===== src/rtl/mult_div_unit_if.sv =====
// rtl/mult_div_unit_if.sv - start/operand/result signal bundle for mult_div_unit
interface mult_div_unit_if;
    logic        mult_start;
    logic        div_start;
    logic [31:0] op_a;
    logic [31:0] op_b;
    logic [31:0] hi;
    logic [31:0] lo;
    logic        busy;
    logic        done;
    logic        div_zero;

    modport master (
        output mult_start, div_start, op_a, op_b,
        input  hi, lo, busy, done, div_zero
    );

    modport slave (
        input  mult_start, div_start, op_a, op_b,
        output hi, lo, busy, done, div_zero
    );
endinterface


===== src/rtl/mult_div_unit.sv =====
// rtl/mult_div_unit.sv - iterative signed Booth multiplier / restoring divider (optional MULT_DIV_DIVZERO_EXC_EN)
module mult_div_unit (
    input  logic            clk,
    input  logic            rst_n,
    mult_div_unit_if.slave  bus
);

    typedef enum logic [2:0] {
        IDLE     = 3'd0,
        MUL_RUN  = 3'd1,
        DIV_RUN  = 3'd2,
        SIGN_FIX = 3'd3,
        DONE     = 3'd4
    } state_t;

    state_t      state_q, state_d;
    logic [5:0]  cnt_q, cnt_d;
    // Multiply: {A[31:0], Q[31:0], q_-1}. Divide: {rem[32:0], dividend/quotient[31:0]}.
    // After SIGN_FIX both hold {hi, lo, 1'b0}.
    logic [64:0] acc_q, acc_d;
    logic [31:0] a_q, a_d;
    logic [31:0] b_q, b_d;
    logic        is_div_q, is_div_d;
    logic [31:0] hi_q, hi_d;
    logic [31:0] lo_q, lo_d;
    logic        busy_q, busy_d;
    logic        done_q, done_d;
    logic        abort;

    logic [31:0] a_in_mag;
    logic [31:0] b_mag;
    logic [32:0] booth_a;
    logic [32:0] booth_m;
    logic [32:0] booth_sum;
    logic [64:0] booth_next;
    logic [32:0] div_trial;
    logic        div_ge;
    logic [32:0] div_rem;
    logic [64:0] div_next;
    logic [31:0] q_fix;
    logic [31:0] r_fix;

`ifdef MULT_DIV_DIVZERO_EXC_EN
    logic dz_q, dz_d;
    // A zero-divisor divide reaches DONE only through the exception path, so DONE must not commit it.
    assign abort        = is_div_q && (b_q == 32'd0);
    assign bus.div_zero = dz_q;
`else
    assign abort        = 1'b0;
    assign bus.div_zero = 1'b0;
`endif

    assign bus.hi   = hi_q;
    assign bus.lo   = lo_q;
    assign bus.busy = busy_q;
    assign bus.done = done_q;

    assign a_in_mag = bus.op_a[31] ? (~bus.op_a + 32'd1) : bus.op_a;
    assign b_mag    = b_q[31] ? (~b_q + 32'd1) : b_q;

    // Booth step: the add is done one bit wider so that subtracting 0x80000000 cannot overflow before the shift.
    assign booth_a = {acc_q[64], acc_q[64:33]};
    assign booth_m = {a_q[31], a_q};
    always_comb begin
        booth_sum = booth_a;
        case (acc_q[1:0])
            2'b01:   booth_sum = booth_a + booth_m;
            2'b10:   booth_sum = booth_a - booth_m;
            default: booth_sum = booth_a;
        endcase
    end
    assign booth_next = {booth_sum, acc_q[32:1]};

    // Restoring step: shift the next dividend bit into the partial remainder and subtract if it fits.
    assign div_trial = {acc_q[63:32], acc_q[31]};
    assign div_ge    = (div_trial >= {1'b0, b_mag});
    assign div_rem   = div_ge ? (div_trial - {1'b0, b_mag}) : div_trial;
    assign div_next  = {div_rem, acc_q[30:0], div_ge};

    // Sign restoration; a zero divisor keeps the all-ones quotient and the original dividend as remainder.
    assign q_fix = ((a_q[31] ^ b_q[31]) && (b_q != 32'd0)) ? (~acc_q[31:0] + 32'd1) : acc_q[31:0];
    assign r_fix = a_q[31] ? (~acc_q[63:32] + 32'd1) : acc_q[63:32];

    // Next-state and datapath update for the whole controller.
    always_comb begin
        state_d  = state_q;
        cnt_d    = cnt_q;
        acc_d    = acc_q;
        a_d      = a_q;
        b_d      = b_q;
        is_div_d = is_div_q;
        hi_d     = hi_q;
        lo_d     = lo_q;
        done_d   = 1'b0;
`ifdef MULT_DIV_DIVZERO_EXC_EN
        dz_d     = 1'b0;
`endif
        case (state_q)
            IDLE: begin
                if (bus.mult_start) begin
                    a_d      = bus.op_a;
                    b_d      = bus.op_b;
                    is_div_d = 1'b0;
                    cnt_d    = 6'd32;
                    acc_d    = {32'd0, bus.op_b, 1'b0};
                    state_d  = MUL_RUN;
                end else if (bus.div_start) begin
                    a_d      = bus.op_a;
                    b_d      = bus.op_b;
                    is_div_d = 1'b1;
                    cnt_d    = 6'd32;
                    acc_d    = {33'd0, a_in_mag};
`ifdef MULT_DIV_DIVZERO_EXC_EN
                    if (bus.op_b == 32'd0) begin
                        state_d = DONE;
                        dz_d    = 1'b1;
                    end else begin
                        state_d = DIV_RUN;
                    end
`else
                    state_d  = DIV_RUN;
`endif
                end
            end
            MUL_RUN: begin
                acc_d = booth_next;
                cnt_d = cnt_q - 6'd1;
                if (cnt_q == 6'd1) begin
                    state_d = SIGN_FIX;
                end
            end
            DIV_RUN: begin
                acc_d = div_next;
                cnt_d = cnt_q - 6'd1;
                if (cnt_q == 6'd1) begin
                    state_d = SIGN_FIX;
                end
            end
            SIGN_FIX: begin
                if (is_div_q) begin
                    acc_d = {r_fix, q_fix, 1'b0};
                end
                state_d = DONE;
            end
            DONE: begin
                if (!abort) begin
                    hi_d   = acc_q[64:33];
                    lo_d   = acc_q[32:1];
                    done_d = 1'b1;
                end
                state_d = IDLE;
            end
            default: begin
                state_d = IDLE;
            end
        endcase
        busy_d = (state_d != IDLE);
    end

    // State and output registers; reset aborts any operation in flight.
    always_ff @(posedge clk or negedge rst_n) begin
        if (!rst_n) begin
            state_q  <= IDLE;
            cnt_q    <= 6'd0;
            acc_q    <= 65'd0;
            a_q      <= 32'd0;
            b_q      <= 32'd0;
            is_div_q <= 1'b0;
            hi_q     <= 32'd0;
            lo_q     <= 32'd0;
            busy_q   <= 1'b0;
            done_q   <= 1'b0;
        end else begin
            state_q  <= state_d;
            cnt_q    <= cnt_d;
            acc_q    <= acc_d;
            a_q      <= a_d;
            b_q      <= b_d;
            is_div_q <= is_div_d;
            hi_q     <= hi_d;
            lo_q     <= lo_d;
            busy_q   <= busy_d;
            done_q   <= done_d;
        end
    end

`ifdef MULT_DIV_DIVZERO_EXC_EN
    // Divide-by-zero exception pulse register.
    always_ff @(posedge clk or negedge rst_n) begin
        if (!rst_n) begin
            dz_q <= 1'b0;
        end else begin
            dz_q <= dz_d;
        end
    end
`endif

endmodule


===== src/flat_wrapper.sv =====
// flat-port wrapper written by rule: the top's interface ports become plain ports
module mult_div_unit_flat 
  (clk, rst_n, bus_mult_start, bus_div_start, bus_op_a, bus_op_b, bus_hi, bus_lo, bus_busy, bus_done, bus_div_zero);
  mult_div_unit_if bus_i ();
  input  logic clk;
  input  logic rst_n;
  input wire logic [$bits(bus_i.mult_start)-1:0] bus_mult_start;
  input wire logic [$bits(bus_i.div_start)-1:0] bus_div_start;
  input wire logic [$bits(bus_i.op_a)-1:0] bus_op_a;
  input wire logic [$bits(bus_i.op_b)-1:0] bus_op_b;
  output wire logic [$bits(bus_i.hi)-1:0] bus_hi;
  output wire logic [$bits(bus_i.lo)-1:0] bus_lo;
  output wire logic [$bits(bus_i.busy)-1:0] bus_busy;
  output wire logic [$bits(bus_i.done)-1:0] bus_done;
  output wire logic [$bits(bus_i.div_zero)-1:0] bus_div_zero;
  assign bus_i.mult_start = bus_mult_start;
  assign bus_i.div_start = bus_div_start;
  assign bus_i.op_a = bus_op_a;
  assign bus_i.op_b = bus_op_b;
  assign bus_hi = bus_i.hi;
  assign bus_lo = bus_i.lo;
  assign bus_busy = bus_i.busy;
  assign bus_done = bus_i.done;
  assign bus_div_zero = bus_i.div_zero;
  mult_div_unit u_core (.clk(clk), .rst_n(rst_n), .bus(bus_i));
endmodule

===== config.mk =====
export PLATFORM = sky130hd
export DESIGN_NAME = mult_div_unit_flat
export DESIGN_NICKNAME = d
export VERILOG_FILES = /design/src/rtl/mult_div_unit_if.sv /design/src/rtl/mult_div_unit.sv /design/src/flat_wrapper.sv
export SDC_FILE = /design/constraint.sdc
export NUM_CORES = 1
export LEC_CHECK = 0
export ABC_AREA = 1
export CAP_MARGIN = 20
export CORE_MARGIN = 1.5
export CORE_UTILIZATION = 32
export DETAILED_ROUTE_END_ITERATION = 10
export PLACE_DENSITY_LB_ADDON = 0.12
export SETUP_SLACK_MARGIN = 0.3
export SLEW_MARGIN = 30
export SYNTH_ARGS = -nofsm -noshare
export SYNTH_HDL_FRONTEND = slang
export SYNTH_SLANG_ARGS = --single-unit

===== constraint.sdc =====
create_clock -name clk -period 4.4 [get_ports clk]
set_clock_uncertainty 0.05 [all_clocks]
set_input_delay 1.1 -clock clk [delete_from_list [all_inputs] [get_ports clk]]
set_output_delay 1.1 -clock clk [all_outputs]
set_load 0.03 [all_outputs]

Word-level counts from Yosys, hierarchy flattened. Index checks and enable logic that the tools add are counted.

Bits of input ports: 68. Register bits: 205. Logic and storage cells: 71. Output and inout port bits: 67.

Multiplexer cells: 24. Equal/unequal tests: 10. Add/subtract/negate cells: 8. Bitwise logic cells: 5. Reductions and logical operators: 12. Order comparisons: 1.

Operators with widths (number): $pmux 65 s4 (1); $mux 32 (8); $mux 65 (3); $add 32x1->32 const B (4); $not 32->32 (4); $pmux 33 s2 (1); $add 32x32->33 (1); $ge 33x32->1 (1); $mux 33 (1); $sub 32x32->33 (1); $sub 33x32->33 (1); $reduce_bool 32->1 (1); $mux 6 (2); $pmux 6 s2 (1); $mux 3 (3); $pmux 3 s3 (1); $eq 3x2->1 const B (2); $eq 6x1->1 const B (1); $ne 3x3->1 const B (2); $sub 6x1->6 const B (1); $reduce_and 2->1 (2); $reduce_and 4->1 (1); $reduce_bool 2->1 (2); $reduce_bool 4->1 (1); other kinds (12) (14).

Logic depth before layout (Yosys ltp). Gate-level depths: netlist of the first run.

Depth after elaboration: 6. Mapped depth: 29. Gate-level depth less buffers: 28.

Worst setup path after synthesis of the first run. Ideal clock, no wire load.

Path type: reg2reg. From: register u_core.b_q[7]. To: register u_core.acc_q[35]. Required time: 4233 ps. Slack: 909 ps. Cell stages (with the launch flop): 26. Buffers on the path: 2. Arrival: 3324 ps. Cells stage by stage: dfrtp_1 -> nor2_1 -> nand2_1 -> nor4_1 -> nand3_1 -> nor2_1 -> nand2_1 -> nand2_1 -> o21a_1 -> xor2_1 -> inv_1 -> ha_1 -> nand2_1 -> inv_1 -> a21oi_1 -> nand2_1 -> nand2_1 -> nand3_1 -> nor2_2 -> nand2_1 -> buf_6 -> buf_6 -> o211ai_1 -> nand2_1 -> nand2_1 -> nand2_1.

Longest elaborated chain between the ends: 6.

Ends and longest elaborated chain: start, declared (line mult_div_unit.sv:22) `logic [31:0] b_q, b_d;`; start signal, assigned (line mult_div_unit.sv:167) `b_q <= 32'd0;`; start signal, assigned (line mult_div_unit.sv:178) `b_q <= b_d;`; $not 32->32 (line mult_div_unit.sv:59) `assign b_mag = b_q[31] ? (~b_q + 32'd1) : b_q;`; $add 32x1->32 (line mult_div_unit.sv:59); $mux 32 * (line mult_div_unit.sv:59); $ge 33x32->1 * (line mult_div_unit.sv:76) `assign div_ge = (div_trial >= {1'b0, b_mag});`; $mux 33 * (line mult_div_unit.sv:77) `assign div_rem = div_ge ? (div_trial - {1'b0, b_mag}) : div_trial;`; $pmux 65 s4 * (line mult_div_unit.sv:98) `case (state_q)`; end signal, assigned (line mult_div_unit.sv:165) `acc_q <= 65'd0;`; end signal, assigned (line mult_div_unit.sv:176) `acc_q <= acc_d;`; end, declared (line mult_div_unit.sv:20) `logic [64:0] acc_q, acc_d;`.

Every way passes the cells marked *; elsewhere a longest branch is shown, timed or not. A chain may end at the register's enable or synchronous reset.

Final worst setup path of the first run.
From: register u_core.a_q[3]. To: register u_core.acc_q[64].

Longest elaborated chain between the ends: 3.

Ends and longest elaborated chain: start, declared (line mult_div_unit.sv:21) `logic [31:0] a_q, a_d;`; start signal, assigned (line mult_div_unit.sv:166) `a_q <= 32'd0;`; start signal, assigned (line mult_div_unit.sv:177) `a_q <= a_d;`; $sub 32x32->33 or $add 32x32->33 (tied branches) (line mult_div_unit.sv:68, mult_div_unit.sv:67); $pmux 33 s2 * (line mult_div_unit.sv:66) `case (acc_q[1:0])`; $pmux 65 s4 * (line mult_div_unit.sv:98).

Marked as above.

==> impl_results.md, run 1 <==
* Die width at between 200 and 250 um
* First-pass GRT wire length at approximately 120 mm
* Max-cap violations at 0
* Met1 Routed Length at roughly 36 mm
* Post-synthesis mux area share at 0
* Clock Path Buffers at 3
* Post-synth cell types at 54
* Critical path's top delay family: simple AND/OR/NAND/NOR gates
* Setup TNS at 0 ns
* Most common cell after layout, fill and taps aside: nand2_1
* Ports at 135
* # setup viols final at 0
* Mapped cell area at 0.01921 mm^2
* Int Pwr at 9451 uW
* Post-synth EDFFs at 0
* CP Capture Type: flop
* Lkg Pwr at around 0.012 uW
* Clock-pin transition on the worst setup and hold timing paths at 0.06 ns
* Synth area leader: dfrtp_1
* Vias in the first global route at 20352
* Seq pwr share at 0.175
* # nets final at 3496
* Cell mode on critical path: nand2_1
* Warnings from Yosys at 0
* XOR/XNOR share of the synthesized area at 0.04605
* DIE HEIGHT at ~250 um
* Min Tclk post-route at approximately 3.8 ns
* Core Rows at 89
* Crit path buf inv count at 2
* Arr. time, crit path at approximately 4.3 ns
* Seq/Total Area, Yosys at 0.2670
* Ys async rst share at 1.000
* Clock Sinks at 205
* Slew @ Worst Pin at roughly 1.0 ns
* Routed met2 length at just under 40 mm
* PortBufs at roughly 130
* Fmax at 0.2598 GHz
* Pre-Repair DR Iteration Count at 11
* Cts bufs inserted at 27
* Switching Share at 0.5762
* Maximum number of pins on one net before global-route repair at around 130
* Most frequent cells in the layout: 1041 x nand2_1, 458 x inv_1, 318 x nor2_1, 263 x nand3_1, 233 x o21ai_0
* Unrepaired setup endpoints after global routing: true
* Worst hold path type: in2async
* Detail Placement HPWL at 65.04 mm
* Comb power frac at 0.716
* Failing checks: design-rule violations
* GRT overflow at 0
* CTS tree: done
* Core area at between 0.05 and 0.06 mm^2
* Starting Density at 0.3249
* Worst-Skew Late Latency at about 0.6 ns
* Initial antenna violation count at 1
* Area contributors post-synth: dfrtp_1 27%, nand2_1 21%, inv_1 9.1%
* Yosys reg bits at 205
* DR vias/cell at around 5.1
* P_sw at about 13000 uW
* Top FF cell, synth: dfrtp_1
* Avg Cell Area, Syn at roughly 5.9 um^2
* Layout cells sized above 1 at 0.06374
* Worst VDD drop at between 0.5 and 0.6 mV
* Fill cell count at approximately 6600
* Hold Fails Final Rpt at 0
* Routed wire length at approximately 82 mm
* Largest family of logic cells by synthesized area: simple AND/OR/NAND/NOR gates
* Mapped Nets at 3386
* Hold slack at roughly 0.33 ns
* Slowest stage cell, crit path: dfrtp_1
* Final period utilization at 0.8747
* Top sig layer: met4
* CP cell instances: or2_1, nor2_1, nand2_1, nor3_4, nand3b_1, nor2_2, nand2_2, o21ai_4, buf_4, nand3_1, nand2_2, inv_1, ha_1, a21oi_1, nand2_1, a21oi_1, nand2_1, a21oi_4, nand3_1, nand3_1, nand3_1, nand2_1, nand2_1
* Crit Path Max Fanout at 4
* Antenna viol nets, final at 0
* DR iter-0 viols at between 1000 and 1500
* DRC violations left at 6
* Synth-to-Final Area Change at 19.81%
* Total number of vias at approximately 21000
* Power Density at approximately 970 mW/mm^2
* Adder-cell area share of the yosys netlist at 0.04963
* Clock power share at 0.108
* Mapped Cells at 3243
* Ant diodes at 0
* WL/cell at 19.78 um
* Worst slew margin at 0.3112
* DR WL met3 at roughly 3.6 mm
* GRT Total Usage at 0.2625
* Synth Area in Compound Gates at 0.1419
* Synth Area in Simple Gates at 0.3803
* Crit Path Class: reg2reg
* H-Tree Depth at 1
* Crit path largest cell delay at 0.43 ns
* Status: finished, violations left
* RD Place Congestion at approximately 0.94
* Count of pins over their slew limit at 0
* Die area at slightly above 0.06 mm^2
* CP required at 4.83 ns
* Clk root buf: clkbuf_16
* Area fraction of the dominant cell type after synthesis at 0.2670
* Crit start category: flop
[kinds of logic (layout without fill, tap and decap cells)]
family	Yosys count	in the layout
DFF	205	205
buffers and inverters	576	706
xor gates and xnor gates	101	101
other	1	1
AOI/OAI and AO/OA	506	506
adders and majority gates	75	75
and+or+nand+nor	1779	1779
[worst reg2reg max path, cell delays in order, from the launching register on]
cell and delay [ns]:
dfrtp_1 0.43, or2_1 0.24, nor2_1 0.11, nand2_1 0.12
nor3_4 0.17, nand3b_1 0.18, nor2_2 0.22, nand2_2 0.13
o21ai_4 0.20, buf_4 0.15, nand3_1 0.07, nand2_2 0.16
inv_1 0.06, ha_1 0.33, a21oi_1 0.17, nand2_1 0.08
a21oi_1 0.21, nand2_1 0.13, a21oi_4 0.17, nand3_1 0.10
nand3_1 0.09, nand3_1 0.08, nand2_1 0.07, nand2_1 0.04
[through the flow]
step / std cells / power (uW) / util / worst slack [ns] / instance area [um^2]
detailed placement: 4084 / 19010 / 0.3628 / 0.2306 / 21450
CTS: 4136 / 21580 / 0.3795 / 0.3004 / 22440
global route: 4146 / 24290 / 0.3892 / 0.2594 / 23010
global placement: 4084 / 18990 / 0.3627 / 0.2262 / 21450
floorplan: 3243 / 13970 / - / 0.9092 / 19210
finish: 4146 / 22300 / 0.3892 / 0.5513 / 23010
[routing by layer]
metal | up-vias | track usage
met3 | 149 | 0.02683
met4 | 0 | 0.1193
li1 | 10548 | -
met1 | 9966 | 0.3337
met5 | - | 0
met2 | 587 | 0.4473
[cell type report]
cell class | instances | area [um^2] | share of cell area
Timing Repair Buffer | 184 | 1827 | 0.07937
Clock inverter | 16 | 209.0 | 0.009079
Tap cell | 773 | 967.2 | 0.04202
Sequential cell | 205 | 5131 | 0.2230
Clock buffer | 33 | 748.2 | 0.03251
Inverter | 473 | 1784 | 0.07753
Multi-Input combinational cell | 2462 | 12350 | 0.5365
[Yosys cell counts (all sizes together), types with 20 or more instances]
library cell and number:
dfrtp 205, clkbuf 85, a21oi 175, o21ai 248, o211ai 26, nand2 1053
inv 469, nor2 345, nand3 267, xnor2 35, o22ai 20, nor3 42
ha 73, xor2 66, nand4 33
[state kept, by name, summed over array words and instances, names as in the netlist, 3 cells and up]
signal	cells
u_core.cnt_q	6
u_core.bus.hi	32
u_core.state_q	3
u_core.bus.lo	32
u_core.acc_q	65
u_core.b_q	32
u_core.a_q	32
[worst paths after layout]
| check | cells after the start | endpoint | from | slack, ns |
|---|---|---|---|---|
| setup / recovery | 23 | u_core.acc_q[64] | u_core.a_q[3] | 0.55 |
| hold / removal | 1 | u_core.bus.hi[12] | rst_n | 0.33 |
| setup reg to reg | 23 | u_core.acc_q[64] | u_core.a_q[3] | 0.55 |
| hold reg to reg | 2 | u_core.bus.hi[9] | u_core.bus.hi[9] | 0.43 |
| max in group asynchronous | 3 | u_core.bus.lo[31] | rst_n | 2.99 |
| min in group clk | 2 | u_core.bus.hi[9] | u_core.bus.hi[9] | 0.43 |
[what timing repair did]
item / 4_1_cts / 5_1_grt
hold buffers: 0 / 0
pin swaps: 5 / 22
resized for setup: 2 / 111
endpoints found under the setup margin: 24 / 34
buffers inserted: 3 / 8
cloned: 0 / 1
[power by group through the flow]
stage / clock network, uW / registers [uW] / logic, uW
after floorplan: 0 / 3950 / 10000
after global placement: 0 / 3850 / 15100
after detailed placement: 0 / 3870 / 15100
after CTS: 2480 / 3850 / 15200
after global routing: 2550 / 4000 / 17700
final: 2420 / 3910 / 16000
Power figures use the tool's default switching activity.
==> run 2, diff against run 1 <==
- CTS_CLUSTER_SIZE: not set -> 20
==> results of run 2 <==
No change in the layout: final DEF, timing and power equal those of run 1.
